===== config.mk =====
export PLATFORM = sky130hd
export DESIGN_NAME = debounced_pio
export DESIGN_NICKNAME = d
export VERILOG_FILES = /design/src/rtl/debounced_pio.sv
export SDC_FILE = /design/constraint.sdc
export NUM_CORES = 1
export LEC_CHECK = 0
export ABC_AREA = 1
export CORE_MARGIN = 10
export CORE_UTILIZATION = 45
export DETAILED_ROUTE_END_ITERATION = 8
export GPL_TIMING_DRIVEN = 0
export MAX_ROUTING_LAYER = met4
export SYNTH_ARGS = -nofsm -noshare
export SYNTH_HDL_FRONTEND = slang
export SYNTH_SLANG_ARGS = --single-unit

===== constraint.sdc =====
create_clock -name clk_clk -period 2.28 [get_ports clk_clk]
set_input_delay 0.684 -clock clk_clk [delete_from_list [all_inputs] [get_ports clk_clk]]
set_output_delay 0.684 -clock clk_clk [all_outputs]
set_load 0.01 [all_outputs]

===== src/rtl/debounced_pio.sv =====
// Debounced parallel input port: 2-flop synchronisers, per-channel stability counters,
// edge capture with write-1-to-clear, interrupt mask and a 4-word register slave.
module debounced_pio #(
    parameter int unsigned     WIDTH           = 18,
    parameter int unsigned     DEBOUNCE_CYCLES = 50000,
    parameter int unsigned     EDGE_TYPE       = 2,
    parameter logic [WIDTH-1:0] IDLE_LEVEL     = '0
) (
    input  logic             clk_clk,
    input  logic             reset_reset,
    input  logic [WIDTH-1:0] in_port,
    input  logic [1:0]       address,
    input  logic             chipselect,
    input  logic             read,
    input  logic             write,
    input  logic [31:0]      writedata,
    output logic [31:0]      readdata,
    output logic             irq
);

    localparam int unsigned CNT_W = (DEBOUNCE_CYCLES > 2) ? $clog2(DEBOUNCE_CYCLES) : 1;
    localparam logic [CNT_W-1:0] CNT_LAST = CNT_W'(DEBOUNCE_CYCLES - 1);

    localparam logic [1:0] ADDR_DATA = 2'd0;
    localparam logic [1:0] ADDR_MASK = 2'd1;
    localparam logic [1:0] ADDR_EDGE = 2'd2;
    localparam logic [1:0] ADDR_RAW  = 2'd3;

    logic [WIDTH-1:0] sync_meta;
    logic [WIDTH-1:0] sync_raw;
    logic [WIDTH-1:0] debounced;
    logic [WIDTH-1:0] debounced_d;
    logic [WIDTH-1:0] irq_mask;
    logic [WIDTH-1:0] edge_capture;
    logic [CNT_W-1:0] stable_cnt [WIDTH];

    logic [CNT_W-1:0] next_cnt_c [WIDTH];
    logic [WIDTH-1:0] next_debounced_c;
    logic [WIDTH-1:0] edge_set_c;
    logic [WIDTH-1:0] edge_clear_c;
    logic [31:0]      read_mux_c;
    logic             wr_en_c;
    logic             rd_en_c;
    logic             unused_c;

    assign wr_en_c  = chipselect & write;
    assign rd_en_c  = chipselect & read;
    assign unused_c = &{1'b0, writedata};

    // A channel accepts the synchronised level only after DEBOUNCE_CYCLES consecutive mismatches.
    always_comb begin
        next_debounced_c = debounced;
        for (int i = 0; i < int'(WIDTH); i++) begin
            next_cnt_c[i] = '0;
            if (sync_raw[i] != debounced[i]) begin
                if (stable_cnt[i] == CNT_LAST) begin
                    next_debounced_c[i] = sync_raw[i];
                end else begin
                    next_cnt_c[i] = stable_cnt[i] + 1'b1;
                end
            end
        end
    end

    always_comb begin
        case (EDGE_TYPE)
            0:       edge_set_c = debounced & ~debounced_d;
            1:       edge_set_c = ~debounced & debounced_d;
            default: edge_set_c = debounced ^ debounced_d;
        endcase
    end

    always_comb begin
        edge_clear_c = '0;
        if (wr_en_c && address == ADDR_EDGE) begin
            edge_clear_c = writedata[WIDTH-1:0];
        end
    end

    always_comb begin
        case (address)
            ADDR_DATA: read_mux_c = 32'(debounced);
            ADDR_MASK: read_mux_c = 32'(irq_mask);
            ADDR_EDGE: read_mux_c = 32'(edge_capture);
            ADDR_RAW:  read_mux_c = 32'(sync_raw);
            default:   read_mux_c = '0;
        endcase
    end

    always_ff @(posedge clk_clk) begin
        if (reset_reset) begin
            sync_meta    <= IDLE_LEVEL;
            sync_raw     <= IDLE_LEVEL;
            debounced    <= IDLE_LEVEL;
            debounced_d  <= IDLE_LEVEL;
            irq_mask     <= '0;
            edge_capture <= '0;
            readdata     <= '0;
            for (int i = 0; i < int'(WIDTH); i++) begin
                stable_cnt[i] <= '0;
            end
        end else begin
            sync_meta   <= in_port;
            sync_raw    <= sync_meta;
            debounced   <= next_debounced_c;
            debounced_d <= debounced;
            for (int i = 0; i < int'(WIDTH); i++) begin
                stable_cnt[i] <= next_cnt_c[i];
            end
            // A fresh edge outranks a simultaneous clear of the same bit.
            edge_capture <= (edge_capture & ~edge_clear_c) | edge_set_c;
            if (wr_en_c && address == ADDR_MASK) begin
                irq_mask <= writedata[WIDTH-1:0];
            end
            if (rd_en_c) begin
                readdata <= read_mux_c;
            end
        end
    end

    assign irq = |(edge_capture & irq_mask);

endmodule


==> flow_metrics.py <==
metrics = {
    "synth": {
        "ys_ff_latch": 414,
        "yosysUniqueCellTypes": 33,
        "synth_top_family_by_area": "simple AND/OR/NAND/NOR gates",
        "synth_compound_area_frac": 0.0963,
        "async_flop_share": 0,
        "syn_area_per_cell_um2": 6.81,
        "syn_inst": 2865,
        "synth_adder_area_share": 0.0115,
        "synthTopCellsByArea": "dfxtp_1 42%, nand2_1 12%, nor2_1 11%",
        "yosys_warnings": 0,
        "yosysSeqAreaShare": 0.425,
        "synth_top_area_frac": 0.425,
        "netlist_area_um2": 19500,
        "synthSimpleGateAreaFrac": 0.330,
        "synth-xor-area-share": 0.0458,
        "ys.flop_type": "dfxtp_1",
        "synth_edf_count": 0,
        "synthMuxAreaShare": 0,
        "synth_top_cell_by_area": "dfxtp_1",
    },
    "worst_setup_path": {
        "cp-end-kind": "output pin",
        "startpoint": "readdata[5]$_SDFFE_PP0P_",
        "r2r_cells": 7,
        "rr_endpoint": "stable_cnt[5][2]$_SDFF_PP0_",
        "path_buf_inv": 1,
        "r2r-start": "stable_cnt[5][0]$_SDFF_PP0_",
        "crit_path_cell_trace": "clkdlybuf4s50_1",
        "crit_required_ps": 1600,
        "crit_path_end": "readdata[5]",
        "rrSetupSlack_ps": 490,
        "arrival_ps": 1590,
        "cp_max_fo": 2,
        "cp.depth": 1,
        "cpPeakStageDelay_ps": 580,
        "path_delay_family": "buffers and inverters",
        "startpoint_type": "flip-flop",
        "crit_slowest_cell": "clkdlybuf4s50_1",
        "worstSetupPathType": "reg2out",
    },
    "layout": {
        "regArea_um2": 8290,
        "drive_above_1_share": 0.0556,
        "nets": 3063,
        "syn2layout_area_growth_pct": 15.3,
        "instances_no_fill": 3609,
        "final_util": 0.523,
        "fillers": 4283,
        "multi_input_area_um2": 9490,
    },
    "placed_design": {
        "port_buffers": 61,
        "dp_cells": 3524,
        "routabilityCongestion": 0.912,
        "dp_hpwl_mm": 35.6,
    },
    "clock_tree": {
        "cts.sinks": 414,
        "cts_tree": "built",
        "clock_latency_ps": 580,
        "clk_pin_slew_ps": 60,
        "clock-root-buffer": "clkbuf_16",
        "cts_hold_buf": 0,
        "numCtsBuffers": 47,
        "clockBufferDepth": 3,
        "postCtsSetupBuffers": 0,
        "htreeDepth": 2,
    },
    "flow_run": {
        "drv_cap": 0,
    },
    "die": {
        "coreArea_um2": 43000,
        "die_w_um": 228,
        "initial_utilization": 0.454,
        "fp-row-count": 76,
        "fp.dieH_um": 228,
        "die_area_um2": 52100,
        "ios": 90,
    },
    "power_and_ir_drop": {
        "p_leak_nw": 7.70,
        "intPower_w": 0.0122,
        "power_switching_w": 0.00338,
        "powerDensity_nw_per_um2": 694,
        "p_clk_frac": 0.495,
        "vdd_drop_max_mv": 0.645,
        "p_comb_frac": 0.034,
        "p_sw_frac": 0.217,
        "pwr-share-seq": 0.471,
    },
    "global_routing": {
        "grt_pass1_wl_mm": 80.5,
        "grt_pass1_vias": 16600,
        "gr-usage-all-layers": 0.188,
        "grt-ovfl-total": 0,
        "grt_max_degree": 13,
        "antenna_found_initial": 1,
    },
    "status": {
        "status": "completed",
    },
    "sta": {
        "fin_skew_ps": 22.9,
        "finalCriticalPeriod_ps": 2270,
        "max_freq_ghz": 0.440,
        "rsz0062_at_grt": "true",
        "whs_ps": 394,
        "relSlewSlack": 0.297,
        "final-hold-violation-count": 0,
        "fin_crit_sh": 0.997,
        "drv_slew": 0,
        "setup_viol": 0,
        "worst_pin_slew_ps": 1050,
    },
    "detailed_routing": {
        "viasPerCell": 4.98,
        "drc_errors": 0,
        "drt-total-wl_mm": 48.7,
        "drtIter0Drc": 1224,
        "wl_per_cell_um": 13.5,
        "vias": 18000,
        "ant_nets": 0,
        "firstDrtPassIters": 5,
    },
    "worst_hold_path": {
        "hold_class": "reg2reg",
    },
}
-- stage by stage --
stage / cell area [um^2] / worst slack [ps] / power, W / TNS [ps]
2_1_floorplan: 19600 / 731 / 0.00775 / 0
3_3_place_gp: 20900 / -476 / 0.00803 / -61220
3_5_place_dp: 20900 / -458 / 0.00803 / -66400
4_1_cts: 22500 / -7.24 / 0.0158 / -7.24
5_1_grt: 22500 / -64.7 / 0.0162 / -64.7
6_report: 22500 / 7.29 / 0.0156 / 0
-- power groups by stage --
stage | Clock [W] | Combinational [W] | Sequential, W
floorplan | 0 | 0.000253 | 0.00750
finish | 0.00773 | 0.000526 | 0.00735
CTS | 0.00794 | 0.000526 | 0.00735
global placement | 0 | 0.000520 | 0.00751
detailed placement | 0 | 0.000524 | 0.00751
global route | 0.00823 | 0.000572 | 0.00735
-- cells in the final DEF (no fill, tap or decap), types with 4 or more instances in the layout --
cell	synthesis	routed
nor3_1	7	7
o21ai_0	108	108
buf_2	4	5
nand2_2	7	7
xnor2_1	56	56
bufinv_16	0	4
nor2_1	587	586
o211ai_1	7	7
clkbuf_16	0	49
clkbuf_1	11	22
o21ai_2	10	10
conb_1	1	14
xor2_1	46	46
dfxtp_1	414	414
buf_4	33	33
clkinv_2	0	7
nand2_1	601	601
nand4_1	113	113
ha_1	18	18
or2_2	23	23
inv_1	369	369
clkbuf_8	0	11
nand3_1	189	189
clkdlybuf4s50_1	0	57
a21oi_1	233	233
buf_6	6	6
-- worst min path at each step --
stage                                         from                 endpoint  slack [ps]  depth (start not counted)
after floorplan            sync_meta[0]$_SDFF_PP0_   sync_raw[0]$_SDFF_PP0_         390                          2
after global placement     sync_meta[3]$_SDFF_PP0_   sync_raw[3]$_SDFF_PP0_         390                          2
after detailed placement   sync_meta[2]$_SDFF_PP0_   sync_raw[2]$_SDFF_PP0_         390                          2
after CTS                 sync_meta[15]$_SDFF_PP0_  sync_raw[15]$_SDFF_PP0_         400                          2
after global routing       sync_meta[2]$_SDFF_PP0_   sync_raw[2]$_SDFF_PP0_         410                          2
final                     sync_meta[15]$_SDFF_PP0_  sync_raw[15]$_SDFF_PP0_         390                          2
-- state kept, by name (all words and copies together) (netlist names) --
| signal | flops |
|---|---|
| edge_capture | 18 |
| sync_raw | 18 |
| debounced_d | 18 |
| irq_mask | 18 |
| stable_cnt | 288 |
| readdata | 18 |
| sync_meta | 18 |
| debounced | 18 |
-- metal layers --
| layer | track usage | part of all wire |
|---|---|---|
| met1 | 0.249 | 0.49 |
| met3 | 0.0276 | 0.047 |
| met4 | 0.0571 | 0.023 |
| met5 | - | 0 |
| met2 | 0.291 | 0.44 |
-- synthesized netlist by cell type (11+ instances only) --
master,n
nand3_1,189
dfxtp_1,414
nor2_1,587
or2_2,23
clkbuf_1,11
a21oi_1,233
inv_1,369
o21ai_0,108
ha_1,18
nand2_1,601
xnor2_1,56
buf_4,33
xor2_1,46
nand4_1,113
-- cells by family after synthesis --
logic type	count (synthesis)
AOI/OAI and AO/OA	363
xor gates and xnor gates	102
adders and majority gates	18
buffers and inverters	429
DFF	414
other	1
and+or+nand+nor	1538
-- repair_timing --
action	4_1_cts	5_1_grt
endpoints found under the setup margin	2	3
gates resized for setup	6	2
pin swaps	1	1
-- area by class of cell --
type | count | share of cell area
multi-input combinational | 2035 | 0.422
sequential | 414 | 0.368
clock buffer | 71 | 0.0631
inverter | 372 | 0.0621
tap | 585 | 0.0325
timing repair buffer | 61 | 0.0271
buffer | 57 | 0.0172
clock inverter | 13 | 0.00756
antenna | 1 | 0.000111
No activity file was read; power rests on OpenSTA's default activity.
